<file path="src/rtl/pc_fetch_sequencer.sv">
// Program counter and instruction-fetch sequencer: picks the next PC (jump > branch > PC+4),
// drives the instruction-memory request/ready handshake and hands one instruction at a time to IF/ID.
module pc_fetch_sequencer #(
    parameter int                ADDR_W       = 32,
    parameter logic [ADDR_W-1:0] RESET_VECTOR = '0
) (
    input  logic              Clk,
    input  logic              Reset,
    input  logic              Stall,
    input  logic              BranchTaken,
    input  logic [ADDR_W-1:0] BranchTarget,
    input  logic              Jump,
    input  logic [ADDR_W-1:0] JumpTarget,
    output logic              ImemReq,
    output logic [ADDR_W-1:0] ImemAddr,
    input  logic              ImemReady,
    input  logic [31:0]       ImemData,
    output logic [ADDR_W-1:0] PCResult,
    output logic              InstrValid,
    output logic [31:0]       Instr,
    output logic [ADDR_W-1:0] InstrPC
);

    typedef enum logic [1:0] {
        BOOT    = 2'd0,
        FETCH   = 2'd1,
        DELIVER = 2'd2
    } state_t;

    state_t            state;
    state_t            state_next;
    logic [ADDR_W-1:0] pc;
    logic [31:0]       instr;
    logic [ADDR_W-1:0] instr_pc;
    logic              instr_valid;
    logic              pend_valid;
    logic [ADDR_W-1:0] pend_target;

    logic              redirect;
    logic [ADDR_W-1:0] redirect_target;
    logic              discard_fetch;

    // Jump wins over branch; targets are always word aligned.
    assign redirect        = Jump | BranchTaken;
    assign redirect_target = (Jump ? JumpTarget : BranchTarget) & ~ADDR_W'(3);
    assign discard_fetch   = pend_valid | redirect;

    always_ff @(posedge Clk) begin
        if (Reset) begin
            state <= BOOT;
        end else begin
            state <= state_next;
        end
    end

    always_comb begin
        state_next = state;
        case (state)
            BOOT:    state_next = FETCH;
            FETCH:   if (ImemReady && !discard_fetch) state_next = DELIVER;
            DELIVER: if (redirect || !Stall) state_next = FETCH;
            default: state_next = BOOT;
        endcase
    end

    always_comb begin
        ImemReq    = (state == FETCH);
        ImemAddr   = pc;
        PCResult   = pc;
        InstrValid = instr_valid;
        Instr      = instr;
        InstrPC    = instr_pc;
    end

    // A redirect seen mid-request is parked in pend_target so the outstanding address stays stable;
    // the word that eventually returns for that request is dropped.
    always_ff @(posedge Clk) begin
        if (Reset) begin
            pc          <= RESET_VECTOR;
            instr       <= '0;
            instr_pc    <= '0;
            instr_valid <= 1'b0;
            pend_valid  <= 1'b0;
            pend_target <= '0;
        end else begin
            case (state)
                BOOT: begin
                    if (redirect) pc <= redirect_target;
                end
                FETCH: begin
                    if (ImemReady) begin
                        if (discard_fetch) begin
                            pc         <= redirect ? redirect_target : pend_target;
                            pend_valid <= 1'b0;
                        end else begin
                            instr       <= ImemData;
                            instr_pc    <= pc;
                            instr_valid <= 1'b1;
                            pc          <= pc + ADDR_W'(4);
                        end
                    end else if (redirect) begin
                        pend_valid  <= 1'b1;
                        pend_target <= redirect_target;
                    end
                end
                DELIVER: begin
                    if (redirect) begin
                        pc          <= redirect_target;
                        instr_valid <= 1'b0;
                    end else if (!Stall) begin
                        instr_valid <= 1'b0;
                    end
                end
                default: begin
                    instr_valid <= 1'b0;
                end
            endcase
        end
    end

endmodule

</file>
<file path="config.mk">
export PLATFORM = sky130hd
export DESIGN_NAME = pc_fetch_sequencer
export DESIGN_NICKNAME = d
export VERILOG_FILES = /design/src/rtl/pc_fetch_sequencer.sv
export SDC_FILE = /design/constraint.sdc
export NUM_CORES = 1
export LEC_CHECK = 0
export CORE_AREA = 2 2 105 147
export CTS_BUF_LIST = sky130_fd_sc_hd__clkbuf_4
export DETAILED_ROUTE_END_ITERATION = 8
export DIE_AREA = 0 0 107 149
export PLACE_DENSITY = 0.87
export SLEW_MARGIN = 20
export SYNTH_ARGS = -nofsm -noshare
export SYNTH_HDL_FRONTEND = slang
export SYNTH_SLANG_ARGS = --single-unit
</file>
<file path="constraint.sdc">
create_clock -name Clk -period 5.45 [get_ports Clk]
set_input_delay 1.09 -clock Clk [delete_from_list [all_inputs] [get_ports Clk]]
set_output_delay 1.09 -clock Clk [all_outputs]
set_load 0.03 [all_outputs]
</file>
# After elaboration in Yosys (flattened, before gate mapping)
# Index checks and enable logic that the tools add are counted.
[op_classes]
addsub = 1
multipliers = 0
n_div = 0
order_cmp = 0
n_eq_ne = 9
shifts = 0
n_mux = 17
bitwise = 5
reduce_logical = 14
[op_table]
columns = ["operator", "n"]
rows = [
  ["32-bit two-way mux", 5],
  ["32-bit one-hot mux with 2 select lines", 1],
  ["32-bit by 3-bit adder with 32-bit output, second input constant", 1],
  ["3-bit AND reduction", 3],
  ["2-bit by 1-bit != test with 1-bit output, second input constant", 4],
  ["1-bit two-way mux", 7],
  ["2-bit one-hot mux with 3 select lines", 1],
  ["2-bit two-way mux", 2],
  ["2-bit != test, second input constant", 2],
  ["2-bit AND reduction", 2],
  ["4-bit AND reduction", 1],
  ["2-bit nonzero test", 2],
  ["3-bit != test, second input constant", 1],
  ["1-bit inverter", 3],
  ["1-bit one-hot mux with 3 select lines", 1],
  ["2-bit by 1-bit equality test with 1-bit output, second input constant", 1],
  ["2-bit equality test, second input constant", 1],
  ["1-bit zero test", 2],
  ["2-bit zero test", 1],
  ["1-bit bitwise OR", 2],
  ["2-bit OR reduction", 1],
  ["1-bit logical AND", 1],
  ["1-bit logical OR", 1],
]
[totals]
register_bits = 132
latch_bits = 0
mem_bits_rw = 0
mem_bits_ro = 0
inputBits = 102
out_inout_bits = 130
word_cells = 53
n_memories = 0

# Logic depth before layout (Yosys ltp)
[logic_depth]
ltp_word = 6
ltp_mapped = 8
depth_no_buf = 6

# Least setup slack after synthesis
# Ideal clock, no wire load.
[synth_timing]
path_kind = "input to register"
startpoint = "input port Jump"
endpoint = "register pc[8] (netlist: ImemAddr[8])"
setup_ps = 128
arrival_time_ps = 2379
required_ps = 5322
slack_ps = 2943
path_stages = 7
path_buffers = 3
path_cell_list = "buf_6 -> or3b_1 -> clkbuf_1 -> buf_2 -> a211o_1 -> a32oi_1 -> nor2_1"
[synth_between]
elab_chain_cells = 5
word_cells_on_any_way = 10
cone_classes = "eq/ne: 1; mux: 6; bitwise: 2; reduce/logical: 1"
[synth_lines]
columns = ["item", "line_no", "source"]
rows = [
  ["start, declared", "12", "input logic Jump,"],
  ["32-bit two-way mux or 1-bit bitwise OR (tied branches)", "45, 44", ""],
  ["32-bit two-way mux or 1-bit bitwise OR (tied branches)", "88, 107, 46", ""],
  ["32-bit two-way mux", "92", "if (discard_fetch) begin"],
  ["32-bit two-way mux", "91", "if (ImemReady) begin"],
  ["32-bit one-hot mux with 2 select lines", "86", "case (state)"],
  ["end signal, assigned", "88", "if (redirect) pc <= redirect_target;"],
  ["end signal, assigned", "93", "pc <= redirect ? redirect_target : pend_target;"],
  ["end signal, assigned", "108", "pc <= redirect_target;"],
  ["end, declared", "32", "logic [ADDR_W-1:0] pc;"],
]
# Several ways; a longest one is shown, not always the timed one. The select of a mux whose other input is x is not followed.
# A chain may end at the register's enable or synchronous reset.

# Worst setup path after layout
[layout_timing]
startpoint = "register state[0]"
endpoint = "output port ImemReq"
[layout_between]
elab_chain_cells = 1
[layout_lines]
columns = ["item", "line_no", "source"]
rows = [
  ["start, declared", "30", "state_t state;"],
  ["start signal, assigned", "52", "state <= state_next;"],
  ["2-bit by 1-bit equality test with 1-bit output", "67", "ImemReq = (state == FETCH);"],
  ["end, declared", "14", "output logic ImemReq,"],
]
# Every way passes these cells.

==> key figures <==
Status
  – Outcome: finished clean

Power
  – Design Power: 2229 uW
  – Max VDD drop: 0.0001349 V
  – PwrDens: approximately 250 nW/um^2
  – Pleak: 0.003004 uW

Floorplan
  – IO Count: around 230
  – Row Count: 53
  – Die area: 15,940 um^2
  – Core Box Area: 14,790 um^2
  – Chip width: 107 um
  – Die height: approximately 150 um
  – Initial Util: 43.60%

Timing
  – Final Slew Violations: 0
  – Final period util: a little over three fifths
  – Worst slew pin tran: 0.9490 ns
  – Fin. Hold Viols: 0
  – Unrepaired setup endpoints after global routing: no
  – Endpoints failing setup: 0
  – Crit path time final: 3.428 ns
  – Max Clock Skew: 0.01183 ns
  – Max Freq: 0.2917 GHz
  – Fin worst setup slack: 2.022 ns
  – Setup TNS: 0 ns
  – Slew headroom: 36.73%

Setup path
  – Startpoint types: register
  – Crit Path Class: register to primary output
  – Critical path required time: 4.36 ns
  – Crit Path Max Fanout: 10
  – Critical path arrival: roughly 2.3 ns
  – CP Capture Type: primary output

Placement
  – Global placement routability congestion: 0.8680
  – Port Buf Inserts: approximately 230
  – DP HPWL: 12.94 mm
  – Pre-CTS setup slack: 1.761 ns

Synth
  – Yosys warns: 0
  – Post-synth EDFFs: 0
  – Count of cell types in the netlist: 66
  – Seq/Total Area, Yosys: 40.99%
  – Area contributors post-synth: dfxtp_1, nand2_1, a21oi_1, mux2i_1, a211oi_1
  – Post-Syn Instances: slightly above 800
  – Syn Area/Cell: 8.009 um^2
  – Cell type with the largest total area after synthesis: dfxtp_1
  – Synthesized area: ~6400 um^2
  – Syn Nets: 908
  – Post-synth top flop: dfxtp_1
  – Synth top area share: about 41%
  – Ys async rst share: 0%
  – Yosys reg bits: 132

Cells and area
  – Nets: 1,069
  – Synth-to-layout area growth: 36.44%
  – Core Util, Final: 59.49%
  – Share of cells above drive strength 1: around 6.6%
  – Fillcell total: 1,318
  – Most common cell after layout, fill and taps aside: clkdlybuf4s50_1
  – Commonest cells after routing, fill and taps aside: clkdlybuf4s50_1, nand2_1, dfxtp_1

Global route
  – Antenna violations before repair: 1
  – First-pass GRT wire length: 29.39 mm
  – Largest net degree at the start of global routing: 91
  – Total Routing Usage GR: 22.74%
  – Vias in the first global route: 5,902
  – GR Overflow Total: 0

Clocking
  – CTS tree: yes
  – Hold buffers post-CTS: 0
  – CTS max path bufs: 2
  – Clock sinks: 132
  – Num CTS Buffers: 17
  – Clock Latency Late Sink: roughly 0.54 ns
  – Postcts setup bufs: 0
  – H-Tree Depth: 4
  – CTS clock-pin slew for the worst setup and hold paths: 0.12 ns
  – Resize count post-CTS: 0
  – Root Buffer: clkbuf_4

Flow run
  – Number of max-cap violations: 0

Drt
  – DR vias/cell: 5.479
  – DRC: 0
  – DRT iter0 DRCs: 582
  – Wire per inst: around 16 um
  – Antenna Violating Nets Remaining: 0
  – DR vias: 6,421
  – Iteration count of the initial detailed-routing pass: 6
  – Final WL: 18.72 mm

Hold path
  – Hold Crit Class: register to register
## kinds of logic (layout without fill, tap and decap cells)
logic type	Yosys count	count (layout)	synth area share [%]
mux	30	30	4.658
xor+xnor	1	1	0.1359
simple gates	307	307	22.86
compound gates	231	231	22.08
other cells	0	1	0
flops	132	132	40.99
buf+inv	103	277	9.082
fa+ha+maj	1	1	0.1940
## sequential cells by signal (all words and copies together) (netlist names)
| name | count |
|---|---|
| InstrPC | 32 |
| pend_valid | 1 |
| ImemAddr | 32 |
| pend_target | 32 |
| InstrValid | 1 |
| Instr | 32 |
| state | 2 |
## area by class of cell
| class | instances | area, um^2 | share of cell area, % |
|---|---|---|---|
| Antenna cell | 1 | 2.502 | 0.02845 |
| Clock buffer | 17 | 127.6 | 1.451 |
| Clock inverter | 15 | 163.9 | 1.863 |
| Inverter | 8 | 30.03 | 0.3413 |
| Multi-Input combinational cell | 570 | 3251 | 36.95 |
| Sequential cell | 132 | 2643 | 30.04 |
| Tap cell | 192 | 240.2 | 2.731 |
| Timing Repair Buffer | 237 | 2340 | 26.60 |
## path summary, 6_finish.rpt
check	slack, ns	endpoint	cells past startpoint	from
setup / recovery	2.02	ImemReq	2	state[0]$_SDFFE_PP0P_
setup reg to reg	2.83	InstrPC[11]$_SDFFE_PP0P_	6	state[0]$_SDFFE_PP0P_
hold reg to reg	0.46	Instr[13]$_SDFFE_PP0P_	2	Instr[13]$_SDFFE_PP0P_
hold / removal	0.46	Instr[13]$_SDFFE_PP0P_	2	Instr[13]$_SDFFE_PP0P_
## cells in the mapped netlist, types with 3 or more instances
cell type,count
a31oi_1,11
o31ai_1,6
nand4_1,10
nor2b_1,4
clkbuf_1,32
buf_4,35
nand2b_1,6
and2_1,3
nor3_1,9
buf_6,3
nor3b_1,3
o2bb2ai_1,3
nor2_1,55
o311ai_0,3
or3_1,4
a311oi_1,4
and3_1,6
a21oi_1,106
a32oi_1,3
a211oi_1,36
inv_1,8
buf_1,3
mux2i_1,30
o211ai_1,11
o21ai_0,26
nand3_1,23
dfxtp_1,132
buf_2,20
nand2_1,158
## power breakdown
group	switching, uW	leakage [uW]	internal, uW
combinational	258	0.00178	209
sequential	68.9	0.00108	1010
clock	372	0.000148	312
## worst max-delay path, stage by stage, from the launching register on
cell	delay [ns]
dfxtp_1	0.57
nor2b_1	0.46
clkdlybuf4s50_1	0.77
## stage by stage
step                      area, um^2  hold slack [ns]  std cells
final                           8797           0.4606       1172
after global routing            8797           0.4776       1172
after global placement          8491           0.4408       1139
after detailed placement        8491           0.4456       1139
after floorplan                 6447           0.4581        805
after CTS                       8782           0.4619       1171
## layer usage
metal | share of wire [%] | vias up | track usage (%)
li1 | - | 3148 | -
met1 | 40 | 2958 | 27.48
met2 | 51 | 278 | 39.14
met3 | 6.6 | 37 | 4.369
met4 | 2.5 | 0 | 9.870
met5 | 0 | - | 0
Power figures use the tool's default switching activity.
